--- config.mk ---
export PLATFORM = sky130hd
export DESIGN_NAME = instr_mem_fetch
export DESIGN_NICKNAME = d
export VERILOG_FILES = /design/src/rtl/instr_mem_fetch.sv
export SDC_FILE = /design/constraint.sdc
export NUM_CORES = 2
export LEC_CHECK = 0
export ABC_AREA = 1
export CAP_MARGIN = 15
export CORE_MARGIN = 3
export CORE_UTILIZATION = 25
export DETAILED_ROUTE_END_ITERATION = 16
export GPL_TIMING_DRIVEN = 0
export PLACE_DENSITY = 0.41
export SETUP_SLACK_MARGIN = 0.3
export SLEW_MARGIN = 5
export SYNTH_ARGS = -nofsm -noshare
export SYNTH_HDL_FRONTEND = slang
export SYNTH_SLANG_ARGS = --single-unit
--- constraint.sdc ---
create_clock -name clk -period 3.6 [get_ports clk]
set_input_delay 0.54 -clock clk [delete_from_list [all_inputs] [get_ports clk]]
set_output_delay 0.54 -clock clk [all_outputs]
set_load 0.05 [all_outputs]
--- src/rtl/instr_mem_fetch.sv ---
// ---------------------------------------------------------------------------
// instr_mem_fetch
//   Parametrised instruction store. The program is streamed in through the
//   loader port while in LOAD. Once the final word arrives the block switches
//   to RUN and serves fetch requests. Each fetch is a registered read with a
//   1-cycle latency, so the fetch stage can stall on either side.
//   Reset does not clear the memory contents.
//
// Ports
//   clk        rising-edge clock
//   rst_n      synchronous reset, active-low
//   ld_start   pulse: (re)enter LOAD, write pointer and ld_ovf cleared
//   ld_valid   loader word present (ignored in RUN)
//   ld_data    word written at mem[wptr]
//   ld_last    with ld_valid: final word, go to RUN
//   ld_ovf     sticky: a load word was dropped because wptr >= DEPTH
//   running    1 in RUN; this is the FSM state as seen from outside
//   req_valid  fetch request
//   req_addr   fetch word address
//   req_ready  request accepted when req_valid & req_ready
//   rsp_valid  response present
//   rsp_instr  fetched instruction (NOP when out of range)
//   rsp_addr   address that produced rsp_instr
//   rsp_err    request address was >= DEPTH
//   rsp_ready  consumer takes response
//
// Handshake: a transfer happens on a rising edge where valid & ready are both
// 1. While rsp_valid is 1 and rsp_ready is 0, all rsp_* hold steady and no new
// request is accepted. ld_start discards a pending response.
// ---------------------------------------------------------------------------
module instr_mem_fetch #(
  parameter int                DATA_W = 16,
  parameter int                ADDR_W = 16,
  parameter int                DEPTH  = 128,
  parameter logic [DATA_W-1:0] NOP    = '0
) (
  input  logic              clk,
  input  logic              rst_n,
  input  logic              ld_start,
  input  logic              ld_valid,
  input  logic [DATA_W-1:0] ld_data,
  input  logic              ld_last,
  output logic              ld_ovf,
  output logic              running,
  input  logic              req_valid,
  input  logic [ADDR_W-1:0] req_addr,
  output logic              req_ready,
  output logic              rsp_valid,
  output logic [DATA_W-1:0] rsp_instr,
  output logic [ADDR_W-1:0] rsp_addr,
  output logic              rsp_err,
  input  logic              rsp_ready
);

  // The write pointer must be able to hold DEPTH itself (saturated value).
  localparam int PTR_W = $clog2(DEPTH + 1);
  localparam int IDX_W = (DEPTH > 1) ? $clog2(DEPTH) : 1;
  localparam logic [PTR_W-1:0]  DEPTH_PTR  = PTR_W'(DEPTH);
  // DEPTH may equal 2**ADDR_W, so the range compare needs one extra bit.
  localparam logic [ADDR_W:0]   DEPTH_ADDR = (ADDR_W + 1)'(DEPTH);

  typedef enum logic {
    LOAD = 1'b0,
    RUN  = 1'b1
  } state_t;

  state_t            state_q;
  state_t            state_d;
  logic [PTR_W-1:0]  wptr_q;
  logic [DATA_W-1:0] mem [0:DEPTH-1];

  logic ld_accept;
  logic ld_in_range;
  logic mem_we;
  logic req_in_range;
  logic req_fire;

  // ---------------- FSM ----------------
  always_ff @(posedge clk) begin
    if (!rst_n) state_q <= LOAD;
    else        state_q <= state_d;
  end

  always_comb begin
    state_d = state_q;
    if (ld_start) begin
      state_d = LOAD;
    end else if ((state_q == LOAD) && ld_valid && ld_last) begin
      state_d = RUN;
    end
  end

  assign running = (state_q == RUN);

  // ---------------- loader ----------------
  // ld_start wins over ld_valid in the same cycle.
  assign ld_accept   = (state_q == LOAD) & ld_valid & ~ld_start;
  assign ld_in_range = (wptr_q < DEPTH_PTR);
  assign mem_we      = rst_n & ld_accept & ld_in_range;

  // Memory has no reset: contents survive reset and ld_start.
  always_ff @(posedge clk) begin
    if (mem_we) mem[wptr_q[IDX_W-1:0]] <= ld_data;
  end

  always_ff @(posedge clk) begin
    if (!rst_n) begin
      wptr_q <= '0;
      ld_ovf <= 1'b0;
    end else if (ld_start) begin
      wptr_q <= '0;
      ld_ovf <= 1'b0;
    end else if (ld_accept) begin
      if (!ld_in_range) ld_ovf <= 1'b1;
      // Saturate at DEPTH so a long stream cannot wrap back into the store.
      if (wptr_q != DEPTH_PTR) wptr_q <= wptr_q + 1'b1;
    end
  end

  // ---------------- fetch ----------------
  assign req_ready    = running & (~rsp_valid | rsp_ready);
  assign req_fire     = req_valid & req_ready;
  assign req_in_range = ({1'b0, req_addr} < DEPTH_ADDR);

  always_ff @(posedge clk) begin
    if (!rst_n) begin
      rsp_valid <= 1'b0;
      rsp_instr <= NOP;
      rsp_addr  <= '0;
      rsp_err   <= 1'b0;
    end else if (ld_start) begin
      rsp_valid <= 1'b0;
    end else if (req_fire) begin
      rsp_valid <= 1'b1;
      rsp_addr  <= req_addr;
      rsp_err   <= ~req_in_range;
      rsp_instr <= req_in_range ? mem[req_addr[IDX_W-1:0]] : NOP;
    end else if (rsp_ready) begin
      rsp_valid <= 1'b0;
    end
  end

endmodule

---- Yosys cells after proc, flatten, opt, wreduce, memory -nomap -nowiden ----
Memories as Yosys holds them, arrays and structs flattened.
Cells that the tools add are included.
word-level totals
  RAM bits ................................ 2048
  memories kept ........................... 1
  flip-flop bits (word level) ............. 44
  output and inout port bits .............. 37
operators by class
  order comparisons ....................... 2
  equal/unequal tests ..................... 1
  mux-type cells .......................... 5
  add/subtract/negate cells ............... 1
  reduce and logical (&&, ||, !) cells .... 7
  bitwise operators ....................... 13
memories
  name  words  bits a word  read ports  clocked after memory_dff  write ports  line  text
  mem   128    16           1           0                         1            70    logic [DATA_W-1:0] mem [0:DEPTH-1];
operators by type and width
  cell                                                                           number
  16-bit by 8-bit less-than comparator with 1-bit output, second input constant  1
  16-bit two-way mux                                                             1
  8-bit by 1-bit adder with 8-bit output, second input constant                  1
  8-bit less-than comparator, second input constant                              1
  8-bit inequality test, second input constant                                   1
  1-bit bitwise AND                                                              6
  1-bit NOT                                                                      6
  2-bit AND reduction                                                            3
  1-bit two-way mux                                                              4
  1-bit logical AND                                                              2
  2-bit nonzero test                                                             1
  2-bit OR reduction                                                             1
  1-bit bitwise OR                                                               1

---- Logic depth before layout (Yosys ltp) ----
  depth in word-level cells ............... 7
  gate-level depth with buffers ........... 15

---- Worst setup path after synthesis ----
No wires, ideal clock.
  path kind ............................... reg2reg
  start ................................... register state_q, in the netlist running
  end ..................................... memory mem[101][0] (enable)
  data arrival time ....................... 2.340 ns
  period minus slack after synthesis ...... 2.729 ns
  required time ........................... 3.212 ns
  setup time .............................. 0.388 ns
  buffers on the path ..................... 1
  cell stages (with the launch flop) ...... 9
  path slack .............................. 0.871 ns
  path through ............................ dfxtp_1 > nor3_2 > inv_1 > nor3_2 > inv_2 > nor2_1 > nand3_2 > buf_2 > nor2_1
between the ends
  cells in the longest elaborated chain, start to end .. 7
RTL lines
  element                                  line  text
  from (decl)                              67    state_t state_q;
  from (signal assigned)                   81    else state_q <= state_d;
  1-bit NOT                                97    assign ld_accept = (state_q == LOAD) & ld_valid & ~ld_start;
  1-bit bitwise AND (2 in a row)           97
  1-bit bitwise AND (2 in a row)           99    assign mem_we = rst_n & ld_accept & ld_in_range;
  1-bit two-way mux                        103   if (mem_we) mem[wptr_q[IDX_W-1:0]] <= ld_data;
  1-bit two-way mux (not written as such)  103
  to (decl)                                70
No other way between the ends.

---- Worst setup path after layout ----
  start ................................... input req_addr[2]
  end ..................................... register rsp_instr[11]
between the ends
  cells in the longest elaborated chain, start to end .. 2
  elaborated cells between the ends (all ways) .. 3
  classes of those cells .................. order compare: 1; mux: 1; memory: 1
RTL lines
  element                                                                                             line  text
  from (decl)                                                                                         46    input logic [ADDR_W-1:0] req_addr,
  memory read 128 x 16 bit or 16-bit by 8-bit less-than comparator with 1-bit output (tied branches)  n/a
  16-bit two-way mux (*)                                                                              137   rsp_instr <= req_in_range ? mem[req_addr[IDX_W-1:0]] : NOP;
  to (signal assigned)                                                                                137
  to (decl)                                                                                           49    output logic [DATA_W-1:0] rsp_instr,
Mark *: on every way between the ends. The rest lies on a longest branch, timed or not.
A chain may end at the register's enable or synchronous reset.

==> results.ini <==
[final_layout]
nets=7500
final_cell_area_um2=102000
area_growth_pct=20.8
drive_above_1_share=0.131
fin_cells=12000

[hold_path]
hold_path_end=mem[0][15]
hp-start=ld_data[15]
whs_path_depth=1
hold_class=in2reg

[synth]
synthXorXnorAreaFrac=0
syn_avg_cell_area_um2=12.1
ys.flop_type=edfxtp_1
seq_area_frac_synth=0.742
synthMuxAreaShare=0
synth_common_cells=nand2_1 (2122), edfxtp_1 (2048), nand3_1 (2018)
synth_compound_area_frac=0.00348
yosysTopAreaCell=edfxtp_1
yosys.area_share.simple=0.224
synthTopCellsByArea=edfxtp_1 (73%), nand3_1 (12%), nand2_1 (9.5%)
yosys_warnings=0
synthArstFlopShare=0
synth_edf_count=2048
synth_fa_ha_area_frac=0.000298
syn-num-nets=7002
postSynthCellCount=6961
synth_area_um2=84100
yosysMostFrequentCell=nand2_1
synth-seq-cells=2092
synth_cell_types=31
netlist.area_leader.share=0.732
synth_top_family_by_area=simple AND/OR/NAND/NOR gates

[clock_network]
cts_root_buffer=clkbuf_16
path_clk_slew_ps=60
insertion_delay_ps=920
cts_buffer_depth=4
cts-htree-levels=4
cts_tree=yes
clock-sinks=2092
cts_buffers=229

[critical_path]
critPathKind=in2reg
reg2reg_slack_ps=300
crit_path_end_kind=flip-flop
worstPathMaxFanout=11
critPathArrivalTime_ps=4130
reg2regPathDepth=7
r2r_start=running
critPathRequiredTime_ps=4320
critPathLaunch=req_addr[2]
reg2reg_to=mem[71][4]
cp-start-kind=input pin

[pwr]
switching_share=0.247
pwr-share-seq=0.500
power.switching_uw=13200
intPower_uw=40300
power_density_nw_per_um2=527
p_total_uw=53500
clock_power_share=0.423
irDropWorstVdd_uv=411
comb_power_share=0.076
power_leakage_uw=0.0347

[placed_design]
routabilityCongestion=0.974
dp_hpwl_um=275000
portBuffers=70
place_area_um2=93200
dp_cells=11500

[grt]
grt_pass1_wl_um=515000
grt_max_degree=97
overflow=0
antenna_found_initial=26
grtUsageTotal=0.222
grt_pass1_vias=55200

[route]
avgRoutedWirePerCell_um=32.5
drtIter0Drc=7273
ant_nets=0
dr.pass1.iters=6
route.detailed.vias_per_inst=4.96
drc_errors=0
vias=59600
drt-total-wl_um=391000

[floorplan]
core_area_um2=334000
ios=76
die_area_um2=343000
die_x_um=586
rows=212
die_height_um=586
start_util=0.251

[status]
run_status=finished clean

[sta]
grt_setup_unrepaired=true
fin_setup_tns_ps=0
fin_crit_ps=3410
fmax_ghz=0.293
relSlewSlack=0.216
finalHoldViolCount=0
drv_slew=0
setup_viol=0
holdWs_ps=67.2
skew_ps=61.8
fin_crit_sh=0.946
worstMarginPinSlew_ps=1180

[job]
maxCapViolations=0

==> cells by family after synthesis <==
group / count (synthesis)
AO/OA/AOI/OAI: 56
flip-flops: 2092
adder cells (fa/ha/maj): 2
AND/OR/NAND/NOR: 4318
buffers and inverters: 493
==> repair_timing <==
item,CTS,global route
pin swaps,45,0
buffers inserted,79,0
hold buffers,1,0
gates resized for setup,52,23
setup endpoints to repair,1795,48
endpoints found under the hold margin,2,0
==> final cells by class <==
class | instances | area (um^2)
Buffer | 465 | 2510
Fill cell | 33800 | 233000
Tap cell | 4387 | 5490
Inverter | 28 | 109
Multi-Input combinational cell | 4376 | 20000
Antenna cell | 8 | 20.0
Clock inverter | 104 | 797
Clock buffer | 300 | 6140
Timing Repair Buffer | 267 | 4090
Sequential cell | 2092 | 62400
==> power groups by stage <==
stage                     Clock (uW)  Sequential, uW  Combinational [uW]
after floorplan                    0           27300                1570
after global placement             0           27500                3910
after detailed placement           0           27200                4020
after CTS                      23000           26700                4040
after global routing           23900           26700                4240
final                          22600           26700                4090
==> registers in the layout (all words and copies together) (netlist names) <==
name and cells:
rsp_instr 16, mem 2048, rsp_err 1, rsp_valid 1
ld_ovf 1, rsp_addr 16, running 1, wptr_q 8
==> through the flow <==
step / utilization / worst slack, ps
2_1_floorplan: - / 871
3_3_place_gp: 0.270 / -3790
3_5_place_dp: 0.279 / -1660
4_1_cts: 0.304 / 161
5_1_grt: 0.304 / 286
6_report: 0.304 / 193
==> worst max-delay path, stage by stage <==
cell and delay [ps]:
clkbuf_1 250, clkinv_1 440, clkbuf_2 560, buf_2 450, nand3_1 210, nand3_1 270, nand3_1 190, nand3_1 560
nand3_1 290, nand2_1 140, nand2_1 90, a21oi_1 60
==> worst max-delay path by stage <==
| stage | endpoint | slack (ps) |
|---|---|---|
| floorplan | mem[101][0] | 870 |
| global placement | mem[71][4] | -3790 |
| detailed placement | mem[81][3] | -1660 |
| CTS | rsp_instr[0] | 160 |
| global route | rsp_instr[9] | 290 |
| finish | rsp_instr[11] | 190 |
==> cell usage in the layout, fill, tap and decap left out, types with 3 or more instances in the layout <==
| cell | netlist | routed |
|---|---|---|
| nand2_1 | 2122 | 2122 |
| edfxtp_1 | 2048 | 2048 |
| nand3_1 | 2018 | 2014 |
| buf_2 | 273 | 269 |
| clkbuf_16 | 0 | 233 |
| clkbuf_1 | 95 | 139 |
| nor2_4 | 1 | 90 |
| buf_4 | 27 | 75 |
| buf_8 | 3 | 63 |
| clkinv_1 | 2 | 60 |
| buf_12 | 1 | 56 |
| clkdlybuf4s50_1 | 0 | 53 |
| buf_6 | 25 | 45 |
| dfxtp_1 | 44 | 44 |
| nor2_2 | 1 | 41 |
| buf_16 | 0 | 37 |
| buf_1 | 41 | 32 |
| a21oi_1 | 31 | 31 |
| clkinv_2 | 0 | 29 |
| nor2_1 | 156 | 27 |
| o21ai_0 | 22 | 22 |
| inv_1 | 21 | 21 |
| clkbuf_2 | 0 | 15 |
| bufinv_16 | 0 | 12 |
| diode_2 | 0 | 8 |
| nand3_4 | 0 | 7 |
| clkbuf_8 | 0 | 6 |
| nor3_1 | 4 | 4 |
| clkbuf_4 | 0 | 4 |
| nand3_2 | 7 | 4 |
| inv_2 | 4 | 3 |
==> layer usage <==
metal,vias up,share of wire,wire length (um),GRT usage
met5,-,0.000054,21,0
met4,4,0.041,16000,0.0829
met3,444,0.070,27500,0.0350
met2,2445,0.45,177000,0.350
met1,30800,0.44,170000,0.308
li1,25900,-,-,-
Note: power is estimated with default switching activity, not from simulation.
